==> config.mk <==
export PLATFORM = sky130hd
export DESIGN_NAME = gat_bram_load_bridge
export DESIGN_NICKNAME = d
export VERILOG_FILES = /design/src/rtl/gat_pkg.sv /design/src/rtl/gat_rd_pipe.sv /design/src/rtl/gat_bram_load_bridge.sv
export SDC_FILE = /design/constraint.sdc
export NUM_CORES = 1
export LEC_CHECK = 0
export BUFFER_PORTS_ARGS = -buffer_cell sky130_fd_sc_hd__buf_2
export CAP_MARGIN = 20
export CORE_AREA = 2 2 215 217
export DETAILED_ROUTE_END_ITERATION = 10
export DIE_AREA = 0 0 217 219
export PLACE_DENSITY = 0.48
export SYNTH_ARGS = -nofsm -noshare
export SYNTH_HDL_FRONTEND = slang
export SYNTH_HIERARCHICAL = 1
export SYNTH_SLANG_ARGS = --single-unit
==> constraint.sdc <==
create_clock -name clk -period 7.7 [get_ports clk]
set_input_delay 1.925 -clock clk [delete_from_list [all_inputs] [get_ports clk]]
set_output_delay 1.925 -clock clk [all_outputs]
set_load 0.05 [all_outputs]
==> src/rtl/gat_pkg.sv <==
// Shared types and constants for the GAT BRAM load bridge.
package gat_pkg;

  typedef enum logic [1:0] {
    ST_LOAD,
    ST_START,
    ST_RUN,
    ST_DONE
  } gat_state_e;

  // Width of the per-cycle increment fed into the saturating debug counters.
  localparam int unsigned CNT_INC_W = 8;

endpackage

==> src/rtl/gat_rd_pipe.sv <==
// Fixed-latency register slice for the host readback path.
module gat_rd_pipe #(
  parameter int W   = 32,
  parameter int LAT = 2
) (
  input  logic         clk,
  input  logic         rst,
  input  logic [W-1:0] din,
  output logic [W-1:0] dout
);

  logic [W-1:0] stage [LAT];

  always_ff @(posedge clk) begin
    // NOTE: pipeline stages are reset so rd_dout reads zero right after reset.
    if (rst) begin
      for (int i = 0; i < LAT; i++) stage[i] <= '0;
    end else begin
      stage[0] <= din;
      for (int i = 1; i < LAT; i++) stage[i] <= stage[i-1];
    end
  end

  assign dout = stage[LAT-1];

endmodule

==> src/rtl/gat_bram_load_bridge.sv <==
// Host-load BRAM bridge: per-channel write forwarding, load/start/run/done sequencing,
// and a delayed readback path. Define GAT_BRAM_ADDR_CHECK_EN to enable word-address range checking.
module gat_bram_load_bridge
  import gat_pkg::*;
#(
  parameter  int NUM_CH    = 4,
  parameter  int TOP_WIDTH = 32,
  parameter  int CH_DATA_W = 20,
  parameter  int ADDR_W    = 20,
  parameter  int DEPTH     = 2**(ADDR_W-2),
  parameter  int OUT_W     = 32,
  parameter  int RD_LAT    = 2,
  localparam int WORD_W    = ADDR_W - 2
) (
  input  logic                          clk,
  input  logic                          rst,
  input  logic [NUM_CH*TOP_WIDTH-1:0]   ld_din,
  input  logic [NUM_CH-1:0]             ld_ena,
  input  logic [NUM_CH-1:0]             ld_wea,
  input  logic [NUM_CH*ADDR_W-1:0]      ld_addra,
  input  logic [NUM_CH-1:0]             ld_done,
  output logic [NUM_CH-1:0]             core_we,
  output logic [NUM_CH*WORD_W-1:0]      core_addr,
  output logic [NUM_CH*CH_DATA_W-1:0]   core_din,
  output logic                          core_start,
  input  logic                          core_done,
  input  logic [ADDR_W-1:0]             rd_addrb,
  output logic [WORD_W-1:0]             core_rd_addr,
  input  logic [OUT_W-1:0]              core_rd_data,
  output logic [TOP_WIDTH-1:0]          rd_dout,
  output logic                          ready,
  output logic                          busy,
  output logic [TOP_WIDTH-1:0]          dbg_wr_cnt,
  output logic [TOP_WIDTH-1:0]          dbg_drop_cnt,
  output logic [NUM_CH-1:0]             err
);

  gat_state_e state_q, state_d;
  logic [NUM_CH-1:0] flags_q, flags_d;
  logic [NUM_CH-1:0] req, accept, drop, fwd, in_range;
  logic [WORD_W-1:0] waddr [NUM_CH];
  logic [CNT_INC_W-1:0] n_fwd, n_drop;
  logic [TOP_WIDTH:0] wr_sum, drop_sum;
  logic [TOP_WIDTH-1:0] wr_cnt_q, drop_cnt_q;
  logic [NUM_CH-1:0] core_we_q;
  logic [NUM_CH*WORD_W-1:0] core_addr_q;
  logic [NUM_CH*CH_DATA_W-1:0] core_din_q;
  logic open_st;
  logic unused_bits;

  assign req     = ld_ena & ld_wea;
  assign open_st = (state_q == ST_LOAD) || (state_q == ST_DONE);
  assign accept  = open_st ? req : '0;
  assign drop    = open_st ? '0 : req;

  // Byte-offset bits and upper host data bits are intentionally discarded.
  assign unused_bits = ^{ld_din, ld_addra, rd_addrb};

  always_comb begin
    for (int c = 0; c < NUM_CH; c++) begin
      waddr[c]    = ld_addra[c*ADDR_W+2 +: WORD_W];
      in_range[c] = {1'b0, waddr[c]} < (WORD_W+1)'(DEPTH);
    end
  end

`ifdef GAT_BRAM_ADDR_CHECK_EN
  logic [NUM_CH-1:0] err_q;

  assign fwd = accept & in_range;

  always_ff @(posedge clk) begin
    if (rst) err_q <= '0;
    else     err_q <= err_q | (accept & ~in_range);
  end

  assign err = err_q;
`else
  logic unused_range;

  assign fwd          = accept;
  assign unused_range = ^in_range;
  assign err          = '0;
`endif

  always_comb begin
    n_fwd  = '0;
    n_drop = '0;
    for (int c = 0; c < NUM_CH; c++) begin
      n_fwd  = n_fwd  + CNT_INC_W'(fwd[c]);
      n_drop = n_drop + CNT_INC_W'(drop[c]);
    end
  end

  assign wr_sum   = {1'b0, wr_cnt_q}   + (TOP_WIDTH+1)'(n_fwd);
  assign drop_sum = {1'b0, drop_cnt_q} + (TOP_WIDTH+1)'(n_drop);

  // NOTE: every always_comb output gets a default first so no latch is inferred.
  always_comb begin
    state_d    = state_q;
    flags_d    = flags_q;
    core_start = 1'b0;
    busy       = 1'b0;
    ready      = 1'b0;
    unique case (state_q)
      ST_LOAD: begin
        flags_d = flags_q | ld_done;
        if (&flags_d) state_d = ST_START;
      end
      ST_START: begin
        core_start = 1'b1;
        busy       = 1'b1;
        state_d    = ST_RUN;
      end
      ST_RUN: begin
        busy = 1'b1;
        if (core_done) state_d = ST_DONE;
      end
      ST_DONE: begin
        ready = 1'b1;
        if (|accept) begin
          state_d = ST_LOAD;
          flags_d = '0;
        end
      end
      default: state_d = ST_LOAD;
    endcase
  end

  // NOTE: sequential state uses non-blocking assignments only.
  always_ff @(posedge clk) begin
    if (rst) begin
      state_q     <= ST_LOAD;
      flags_q     <= '0;
      wr_cnt_q    <= '0;
      drop_cnt_q  <= '0;
      core_we_q   <= '0;
      core_addr_q <= '0;
      core_din_q  <= '0;
    end else begin
      state_q    <= state_d;
      flags_q    <= flags_d;
      wr_cnt_q   <= wr_sum[TOP_WIDTH]   ? '1 : wr_sum[TOP_WIDTH-1:0];
      drop_cnt_q <= drop_sum[TOP_WIDTH] ? '1 : drop_sum[TOP_WIDTH-1:0];
      core_we_q  <= fwd;
      for (int c = 0; c < NUM_CH; c++) begin
        core_addr_q[c*WORD_W +: WORD_W]      <= waddr[c];
        core_din_q[c*CH_DATA_W +: CH_DATA_W] <= ld_din[c*TOP_WIDTH +: CH_DATA_W];
      end
    end
  end

  assign core_we      = core_we_q;
  assign core_addr    = core_addr_q;
  assign core_din     = core_din_q;
  assign dbg_wr_cnt   = wr_cnt_q;
  assign dbg_drop_cnt = drop_cnt_q;

  assign core_rd_addr = rd_addrb[ADDR_W-1:2];

  gat_rd_pipe #(
    .W   (TOP_WIDTH),
    .LAT (RD_LAT)
  ) u_rd_pipe (
    .clk  (clk),
    .rst  (rst),
    .din  (TOP_WIDTH'(core_rd_data)),
    .dout (rd_dout)
  );

endmodule

==> impl_metrics.tcl <==
set metrics [dict create \
    seq_area_frac_synth_pct 58.31 \
    ctsHoldBuffers 0 \
    fp.dieW_um 217 \
    dieArea_um2 47520 \
    min_path_type "reg2reg" \
    clk_path_buf_depth 3 \
    ff2ff_path_depth 14 \
    avgSynthCellArea_um2 10.88 \
    p_per_area_nw_per_um2 281.4 \
    grt_pass1_vias 7471 \
    mostFrequentLayoutCell "buf_2" \
    synth_top_flop_cell "dfxtp_1" \
    cts_root_buf "clkbuf_16" \
    leakagePower_nw 6.081 \
    placed_cells 1877 \
    synth.area.mux_share_pct 0.3016 \
    postSynth.asyncResetShare_pct 0 \
    post_cts_resized 0 \
    yosys-top-cells-area "dfxtp_1, nor2b_1, nor2b_2" \
    hold_depth 1 \
    post-route-period-util_pct 64.34 \
    final_nets 1603 \
    synth_compound_area_share_pct 4.776 \
    dr.first_iter.drc_count 255 \
    drt_wl_total_um 28350 \
    hold_violations 0 \
    crit-reg2reg-launch "state_q[1]" \
    fin_crit_ns 4.954 \
    cts_inserted_buffers 35 \
    cap_violations 0 \
    core_region_area_um2 45090 \
    whs_ns 0.4316 \
    pin_count 552 \
    nFillCells 4759 \
    dpl.hpwl_um 21000 \
    rrSetupSlack_ns 3.27 \
    cp.arrival_ns 5.39 \
    cp_max_fo 29 \
    antenna_found_initial 12 \
    rsz0062_at_grt "false" \
    tritoncts "done" \
    slew_violations 0 \
    synth_cell_types 48 \
    cts_max_level 2 \
    start_util_pct 22.08 \
    clock_sinks 290 \
    gp_congestion 0.7524 \
    ant_nets 0 \
    cp-start-kind "input port" \
    r2r-end "dbg_wr_cnt[1]" \
    synth_top_area_cell "dfxtp_1" \
    setup_viol 0 \
    cts_setup_buffers 0 \
    irDropWorstVdd_mv 0.1441 \
    clock.fmax_mhz 201.9 \
    vias 7533 \
    wl_per_cell_um 14.59 \
    grt_max_degree 150 \
    num_rows 78 \
    instances_no_fill 1943 \
    overflow 0 \
    synthXorXnorAreaFrac_pct 4.575 \
    clkSlewWorstSetupHoldPaths_ns 0.06 \
    syn_to_final_growth_pct 36.21 \
    synth_edf_count 0 \
    cp.required_ns 8.14 \
    slew_headroom_pct 55.04 \
    grt_pass1_wl_um 41750 \
    synth-simple-area-share_pct 22.56 \
    vias_per_cell 3.877 \
    portBuffers 453 \
    synthAdderAreaFrac_pct 1.961 \
    layout-drive-gt1-share_pct 42.88 \
    fin_skew_ns 0.008364 \
    crit_type "in2reg" \
    clk_latency_ns 0.52 \
    yosys_warnings 6 \
    synth_top_area_share_pct 58.31 \
    hold-path-endpoint "u_rd_pipe/stage[0][61]" \
    synth_top_family_by_area "simple AND/OR/NAND/NOR gates" \
    synth_seq_cells 290 \
    grt_usage_pct 11.39 \
    mostFrequentLayoutCells "buf_2, dfxtp_1, nor2b_1" \
    synth_area_um2 9956 \
    syn_inst 915 \
    hold_path_startpoint "u_rd_pipe/stage[0][29]" \
    die_h_um 219 \
    cp-end-kind "flip-flop" \
    drc_errors 0 \
    outcome "completed" \
    finalSetupTns_ns 0 \
    first_pass_iters 6 \
    worst_slew_pin_slew_ns 0.6744 \
]
-- cells in the mapped netlist (2+ instances only) --
cell / instances
clkbuf_1: 28
a22o_1: 4
o22ai_1: 2
nor2_1: 23
nor4_1: 9
xnor2_1: 37
nor2b_2: 60
and3_1: 7
nand3b_1: 4
nand4_1: 15
ha_1: 6
nor3_1: 19
buf_6: 8
buf_4: 54
buf_2: 4
buf_8: 2
or4_1: 2
and4_1: 7
xor2_1: 15
inv_1: 24
a21oi_1: 59
a211oi_1: 3
dfxtp_1: 290
o21ai_0: 5
nor2b_1: 159
fa_1: 6
or2_2: 2
nand2_1: 19
mux2i_1: 3
nand3_1: 19
o2111ai_1: 3
-- stage by stage --
step | power (mW) | utilization [%] | area, µm² | setup WS, ns
after detailed placement | 2.211 | 27.45 | 12380 | 2.222
after global placement | 2.205 | 27.45 | 12380 | 2.231
final | 3.816 | 30.08 | 13560 | 2.746
after floorplan | 2.085 | - | 9967 | 2.986
after CTS | 3.896 | 30.01 | 13530 | 2.783
after global routing | 3.994 | 30.07 | 13560 | 2.547
-- metal layers --
layer / track usage [%] / wire, µm
met1: 12.79 / 11250
met2: 18.76 / 13550
met3: 5.267 / 2710
met4: 4.475 / 773
met5: 0 / 65
-- registers in the layout, summed over array words and instances, names as in the netlist --
name	count
u_rd_pipe/stage	64
dbg_wr_cnt	32
state_q	2
flags_q	4
core_addr	72
dbg_drop_cnt	32
core_din	80
core_we	4
-- worst max-delay path by stage --
stage	startpoint	end	slack, ns	cells after the start
finish	ld_wea[0]	dbg_wr_cnt[1]	2.75	13
global route	ld_wea[0]	dbg_wr_cnt[20]	2.55	13
CTS	ld_wea[0]	dbg_wr_cnt[0]	2.78	13
detailed placement	ld_wea[0]	dbg_wr_cnt[1]	2.22	13
global placement	ld_wea[0]	dbg_wr_cnt[0]	2.23	13
floorplan	ld_ena[0]	dbg_wr_cnt[26]	2.99	13
-- report_power, final --
part,switching [mW],internal (mW)
logic,0.392,0.167
clock network,0.631,1.01
registers,0.0287,1.58
-- kinds of logic (layout without fill, tap and decap cells) --
group,Yosys count,after routing
other cells,1,6
simple gates,353,353
flops,290,290
compound gates,83,83
buf+inv,121,544
fa+ha+maj,12,12
xor+xnor,52,52
mux,3,3
-- area by class of cell --
class / instances / area, µm² / area share, %
multi-input cells: 507 / 3417 / 25.20
clock buffers: 54 / 1060 / 7.815
repair buffers: 458 / 2335 / 17.22
flip-flops and latches: 290 / 5806 / 42.81
diodes: 2 / 5.005 / 0.03691
clock inverters: 8 / 97.59 / 0.7197
well taps: 600 / 750.7 / 5.536
inverters: 24 / 90.09 / 0.6643
-- worst max-delay path: stages --
cell      delay [ns]
buf_2           0.10
nand3b_1        0.15
inv_1           0.08
fa_1            0.50
inv_1           0.05
fa_1            0.39
inv_1           0.08
fa_1            0.34
nand4_1         0.15
or4_1           0.77
nor2_4          0.18
nand2_2         0.38
a21oi_1         0.27
Note: power is estimated with default switching activity, not from simulation.
